$ cat config.mk
export PLATFORM = sky130hd
export DESIGN_NAME = counter_dco
export DESIGN_NICKNAME = d
export VERILOG_FILES = /design/src/rtl/counter_dco.sv
export SDC_FILE = /design/constraint.sdc
export NUM_CORES = 1
export LEC_CHECK = 0
export CAP_MARGIN = 20
export CORE_MARGIN = 2
export CORE_UTILIZATION = 60
export DETAILED_ROUTE_END_ITERATION = 16
export PLACE_DENSITY = 0.86
export SETUP_SLACK_MARGIN = 0.2
export SYNTH_ARGS = -nofsm -noshare
export SYNTH_HDL_FRONTEND = slang
export SYNTH_SLANG_ARGS = --single-unit
$ cat constraint.sdc
create_clock -name gen_clk_i -period 5.8 [get_ports gen_clk_i]
set_clock_uncertainty 0.15 [all_clocks]
set_input_delay 1.45 -clock gen_clk_i [delete_from_list [all_inputs] [get_ports gen_clk_i]]
set_output_delay 1.45 -clock gen_clk_i [all_outputs]
set_load 0.05 [all_outputs]
$ cat src/rtl/counter_dco.sv
// counter_dco: digitally controlled oscillator built from a period counter.
// Ports: gen_clk_i/reset_i clock and async reset, enable_i run enable,
//   dco_cc_i signed fractional control code (positive = shorter period),
//   dco_clk_o oscillator output, period_start_o first-cycle pulse,
//   period_o integer length of the current period, clamp_o code saturated.
module counter_dco #(
    parameter int DCO_CC_WIDTH  = 8,
    parameter int FRAC_BITS     = 2,
    parameter int COUNT_WIDTH   = 8,
    parameter int CENTRE_PERIOD = 32,
    parameter int MIN_PERIOD    = 4,
    parameter int MAX_PERIOD    = 60
) (
    input  logic                           gen_clk_i,
    input  logic                           reset_i,
    input  logic                           enable_i,
    input  logic signed [DCO_CC_WIDTH-1:0] dco_cc_i,
    output logic                           dco_clk_o,
    output logic                           period_start_o,
    output logic        [COUNT_WIDTH-1:0]  period_o,
    output logic                           clamp_o
);

    // Fixed-point width: wide enough that centre - code never overflows.
    localparam int FXA = COUNT_WIDTH + FRAC_BITS + 2;
    localparam int FXB = DCO_CC_WIDTH + 2;
    localparam int FXW = (FXA > FXB) ? FXA : FXB;

    localparam logic signed [FXW-1:0] CENTRE_FX =
        FXW'(CENTRE_PERIOD) << FRAC_BITS;
    localparam logic signed [FXW-1:0] MIN_FX =
        FXW'(MIN_PERIOD) << FRAC_BITS;
    localparam logic signed [FXW-1:0] MAX_FX =
        FXW'(MAX_PERIOD) << FRAC_BITS;

    typedef enum logic {
        IDLE = 1'b0,
        RUN  = 1'b1
    } state_t;

    state_t state_r;
    state_t state_nxt;

    logic [COUNT_WIDTH-1:0] cnt_r;
    logic [COUNT_WIDTH-1:0] cnt_nxt;
    logic [COUNT_WIDTH-1:0] cnt_dec;
    logic [COUNT_WIDTH-1:0] period_nxt;
    logic [COUNT_WIDTH-1:0] int_part;
    logic [COUNT_WIDTH-1:0] period_p;
    logic                   clk_nxt;
    logic                   start_nxt;
    logic                   clamp_nxt;
    logic                   load;
    logic                   run_dec;

    logic signed [FXW-1:0] cc_fx;
    logic signed [FXW-1:0] raw_fx;
    logic signed [FXW-1:0] sat_fx;
    logic                  clamp_lo;
    logic                  clamp_hi;
    logic                  unused_fx;

    // Period arithmetic: clamp in fixed point, then split integer/fraction.
    assign cc_fx = {{(FXW-DCO_CC_WIDTH){dco_cc_i[DCO_CC_WIDTH-1]}}, dco_cc_i};
    assign raw_fx   = CENTRE_FX - cc_fx;
    assign clamp_lo = raw_fx < MIN_FX;
    assign clamp_hi = raw_fx > MAX_FX;
    assign sat_fx   = clamp_lo ? MIN_FX : (clamp_hi ? MAX_FX : raw_fx);
    assign int_part = sat_fx[COUNT_WIDTH+FRAC_BITS-1:FRAC_BITS];
    assign unused_fx = ^sat_fx[FXW-1:COUNT_WIDTH+FRAC_BITS];

    assign load    = enable_i && ((state_r == IDLE) || (cnt_r == '0));
    assign run_dec = (state_r == RUN) && (cnt_r != '0);
    assign cnt_dec = cnt_r - 1'b1;

    // Fractional accumulator: its carry stretches a period by one cycle,
    // so the average period tracks the fractional code.
    generate
        if (FRAC_BITS > 0) begin : g_acc
            logic [FRAC_BITS-1:0] acc_r;
            logic [FRAC_BITS-1:0] frac;
            logic [FRAC_BITS:0]   acc_sum;

            assign frac     = sat_fx[FRAC_BITS-1:0];
            assign acc_sum  = {1'b0, acc_r} + {1'b0, frac};
            assign period_p = int_part + COUNT_WIDTH'(acc_sum[FRAC_BITS]);

            always_ff @(posedge gen_clk_i or posedge reset_i) begin
                if (reset_i) begin
                    acc_r <= '0;
                end else if (load) begin
                    acc_r <= acc_sum[FRAC_BITS-1:0];
                end
            end
        end else begin : g_no_acc
            assign period_p = int_part;
        end
    endgenerate

    // State register
    always_ff @(posedge gen_clk_i or posedge reset_i) begin
        if (reset_i) begin
            state_r <= IDLE;
        end else begin
            state_r <= state_nxt;
        end
    end

    // Next-state logic: a period is never cut short by enable_i.
    always_comb begin
        state_nxt = state_r;
        unique case (state_r)
            IDLE: if (enable_i) state_nxt = RUN;
            RUN:  if ((cnt_r == '0) && !enable_i) state_nxt = IDLE;
            default: state_nxt = IDLE;
        endcase
    end

    // Output / counter next values
    always_comb begin
        cnt_nxt    = cnt_r;
        clk_nxt    = 1'b0;
        start_nxt  = 1'b0;
        period_nxt = period_o;
        clamp_nxt  = clamp_o;
        unique case (1'b1)
            load: begin
                cnt_nxt    = period_p - 1'b1;
                clk_nxt    = 1'b1;
                start_nxt  = 1'b1;
                period_nxt = period_p;
                clamp_nxt  = clamp_lo | clamp_hi;
            end
            run_dec: begin
                cnt_nxt = cnt_dec;
                // High while remaining count covers the upper ceil(P/2).
                clk_nxt = cnt_dec >= (period_o >> 1);
            end
            default: ;
        endcase
    end

    always_ff @(posedge gen_clk_i or posedge reset_i) begin
        if (reset_i) begin
            cnt_r          <= '0;
            dco_clk_o      <= 1'b0;
            period_start_o <= 1'b0;
            period_o       <= '0;
            clamp_o        <= 1'b0;
        end else begin
            cnt_r          <= cnt_nxt;
            dco_clk_o      <= clk_nxt;
            period_start_o <= start_nxt;
            period_o       <= period_nxt;
            clamp_o        <= clamp_nxt;
        end
    end

endmodule

==> impl_metrics.yaml <==
timing:
  worst_slew_pin_slew_ns: 0.851
  setup_slack_ns: 0.456
  tns_ns: 0
  rsz0062_at_grt: "no"
  final-max-slew-violation-count: 0
  hold_violations: 0
  fin_crit_sh_pct: 92.1
  holdWs_ns: 0.343
  min_period_ns: 5.34
  finalSetupViolations: 0
  max_freq_mhz: 187
  max_slew_margin_pct: 43.2
critical_path:
  cp.arrival_ns: 5.38
  required_ns: 5.84
  max_stage_delay_ns: 0.42
  r2r.worst_path.cells: 7
  path_common_cell: "ha_1"
  cp_cell_sequence: "clkdlybuf4s50_1, inv_1, ha_1, or3b_1, a21o_1, a211o_1, o21ai_1, nor2b_1, and2_1, ha_1, fa_1, ha_1, ha_1, inv_1, a21oi_1, mux2i_1, a32o_2, nor3b_2, a311oi_2, a211oi_2"
  critical_path_peak_fanout: 4
  crit_path_end_kind: "register"
  critPathLaunch: "dco_cc_i[1]"
  cp-endpoint: "cnt_r[6]"
  r2r-end: "period_o[4]"
  r2r_setup_slack_ns: 3.00
  critPathLaunchType: "input pin"
  crit_type: "input pin to register"
  reg2reg_from: "cnt_r[3]"
  cp_slowest_cell: "clkdlybuf4s50_1"
yosys:
  synth_nets: 246
  muxShareOfSynthArea_pct: 0.540
  synth_compound_area_share_pct: 19.0
  synthFlopType: "dfrtp_1"
  yosys-top-cells-area: "dfrtp_1, ha_1, nand2_1"
  synth_cells: 219
  synth_area_mm2: 0.00185
  synth_top_family_by_area: "simple AND/OR/NAND/NOR gates"
  synth.top_cell.area_share_pct: 29.7
  synth_edf_count: 0
  synth-async-reset-ratio_pct: 100
  ys_warn_count: 0
  seq_area_frac_synth_pct: 29.7
  synth_cell_types: 54
  ys_ff_latch: 22
  yosys.area.top_type: "dfrtp_1"
  synthAdderAreaFrac_pct: 11.2
  synth.avg_cell_area_um2: 8.46
  synth-xor-area-share_pct: 6.95
  synth-simple-area-share_pct: 25.7
routing:
  drcViolationCount: 0
  antenna_left: 0
  wl_per_cell_um: 14.7
  drt_pass1_iterations: 4
  wirelength_mm: 4.09
  drtIter0Drc: 101
  vias_per_cell: 5.95
  vias: 1653
pwr:
  power_leakage_nw: 1.00
  vdd_ir_drop_max_mv: 0.0683
  power.density_mw_per_mm2: 138
min_path:
  min_path_type: "register to register"
  worstHoldStart: "clamp_o"
cts:
  cts-root-buf: "clkbuf_4"
  ctsHoldBuffers: 0
  cts.sinks: 22
  cts_tree: "yes"
  insertion_delay_ns: 0.31
  cts.clk_slew.worst_paths_ns: 0.12
  h-tree-depth: 1
  cts_buffers: 3
  cts_buffer_depth: 2
floorplanning:
  die_y_um: 59.6
  die_w_um: 59.6
  coreArea_mm2: 0.00300
  start_util_pct: 61.7
  floorplan.io_pins: 22
  dieArea_mm2: 0.00355
  rows: 20
placement:
  dp_cells: 273
  hpwl_mm: 3.14
  gp_congestion: 0.895
  port_buffers: 21
  place_ws_ns: -0.00137
cells_and_area:
  multi_input_comb_area_mm2: 0.00119
  diodes: 0
  nets: 273
  final_cells: 278
  final_common_cell: "nand2_1"
  seq_area_um2: 551
  layout_common_cells: "nand2_1, dfrtp_1, clkdlybuf4s50_1, inv_1, o21ai_0"
  drive_gt1_share_pct: 12.2
  filler_cell_count: 242
  areaGrowthSynthToFinish_pct: 18.2
  fin_util_pct: 73.0
grt:
  grt_pass1_vias: 1551
  track_usage_pct: 26.3
  grt_pass1_wl_mm: 7.10
  grt-ovfl-total: 0
  grt_max_degree: 23
  antenna_found_initial: 0
run_status:
  status: "complete, no violations"
run:
  timing.max_cap.violations: 0
## kinds of logic after synthesis
family          Yosys count
buf+inv                  31
simple gates             84
flops                    22
compound gates           52
xor+xnor                 13
fa+ha+maj                16
mux                       1
## critical path, delay by kind of cell
| family | cells | cell delay (ns) |
|---|---|---|
| AOI/OAI and AO/OA | 7 | 1.27 |
| adders and majority gates | 5 | 1.21 |
| and+or+nand+nor | 4 | 0.71 |
| buffers and inverters | 3 | 0.61 |
| muxes | 1 | 0.14 |
## registers in the layout, summed over array words and instances (netlist names)
| signal | flops |
|---|---|
| cnt_r | 8 |
| dco_clk_o | 1 |
| period_start_o | 1 |
| state_r | 1 |
| period_o | 8 |
| clamp_o | 1 |
| g_acc.acc_r | 2 |
## per-layer routing
metal | share of wire, % | wire length (um) | global-route usage (%)
met4 | 0.86 | 35 | 8.25
met1 | 43 | 1750 | 33.3
met5 | 0 | 0 | 0
met2 | 53 | 2170 | 47.4
met3 | 3.1 | 126 | 1.97
## repair_timing
item | in CTS | in global routing
hold endpoints to repair | 0 | 0
setup endpoints to repair | 0 | 2
gates resized for setup | 0 | 3
setup buffers | 0 | 1
## report_power, final
group	internal, mW	switching [mW]	total (mW)
clock	0.0384	0.0478	0.0862
sequential	0.153	0	0.153
combinational	0.0285	0.0345	0.0630
total	0.220	0.0823	0.303
## cell usage after synthesis (all sizes together) (2+ instances only)
cell    instances
nand2b          5
a21oi           8
nor2           12
nand3           3
clkbuf          6
inv            20
o31ai           2
nand2          28
a21o            5
o21ai          20
nand4b          3
ha             15
nor2b           3
nor4            4
nand4           2
xnor2           7
nor3            4
or2             2
nor4b           2
a211oi          4
nor3b           6
a32o            2
a31oi           4
xor2            6
dfrtp          22
buf             5
and2            3
## how the worst min path moves through the flow
stage | cells past startpoint | slack (ns) | endpoint
floorplan | 2 | 0.30 | g_acc.acc_r[0]
CTS | 2 | 0.35 | clamp_o
global placement | 2 | 0.31 | clamp_o
detailed placement | 2 | 0.32 | clamp_o
global route | 2 | 0.40 | clamp_o
finish | 2 | 0.34 | clamp_o
## cell type report
type / instances / share of cell area (%)
sequential: 22 / 25.1
clock buffer: 4 / 1.66
timing repair buffer: 33 / 13.7
tap: 33 / 1.88
multi-input combinational: 166 / 54.2
inverter: 20 / 3.43
## through the flow
step / power [mW] / cell area [um^2]
CTS: 0.300 / 2170
global placement: 0.217 / 2130
global route: 0.321 / 2190
finish: 0.303 / 2190
floorplan: 0.196 / 1850
detailed placement: 0.217 / 2130
No activity file was read; power rests on OpenSTA's default activity.
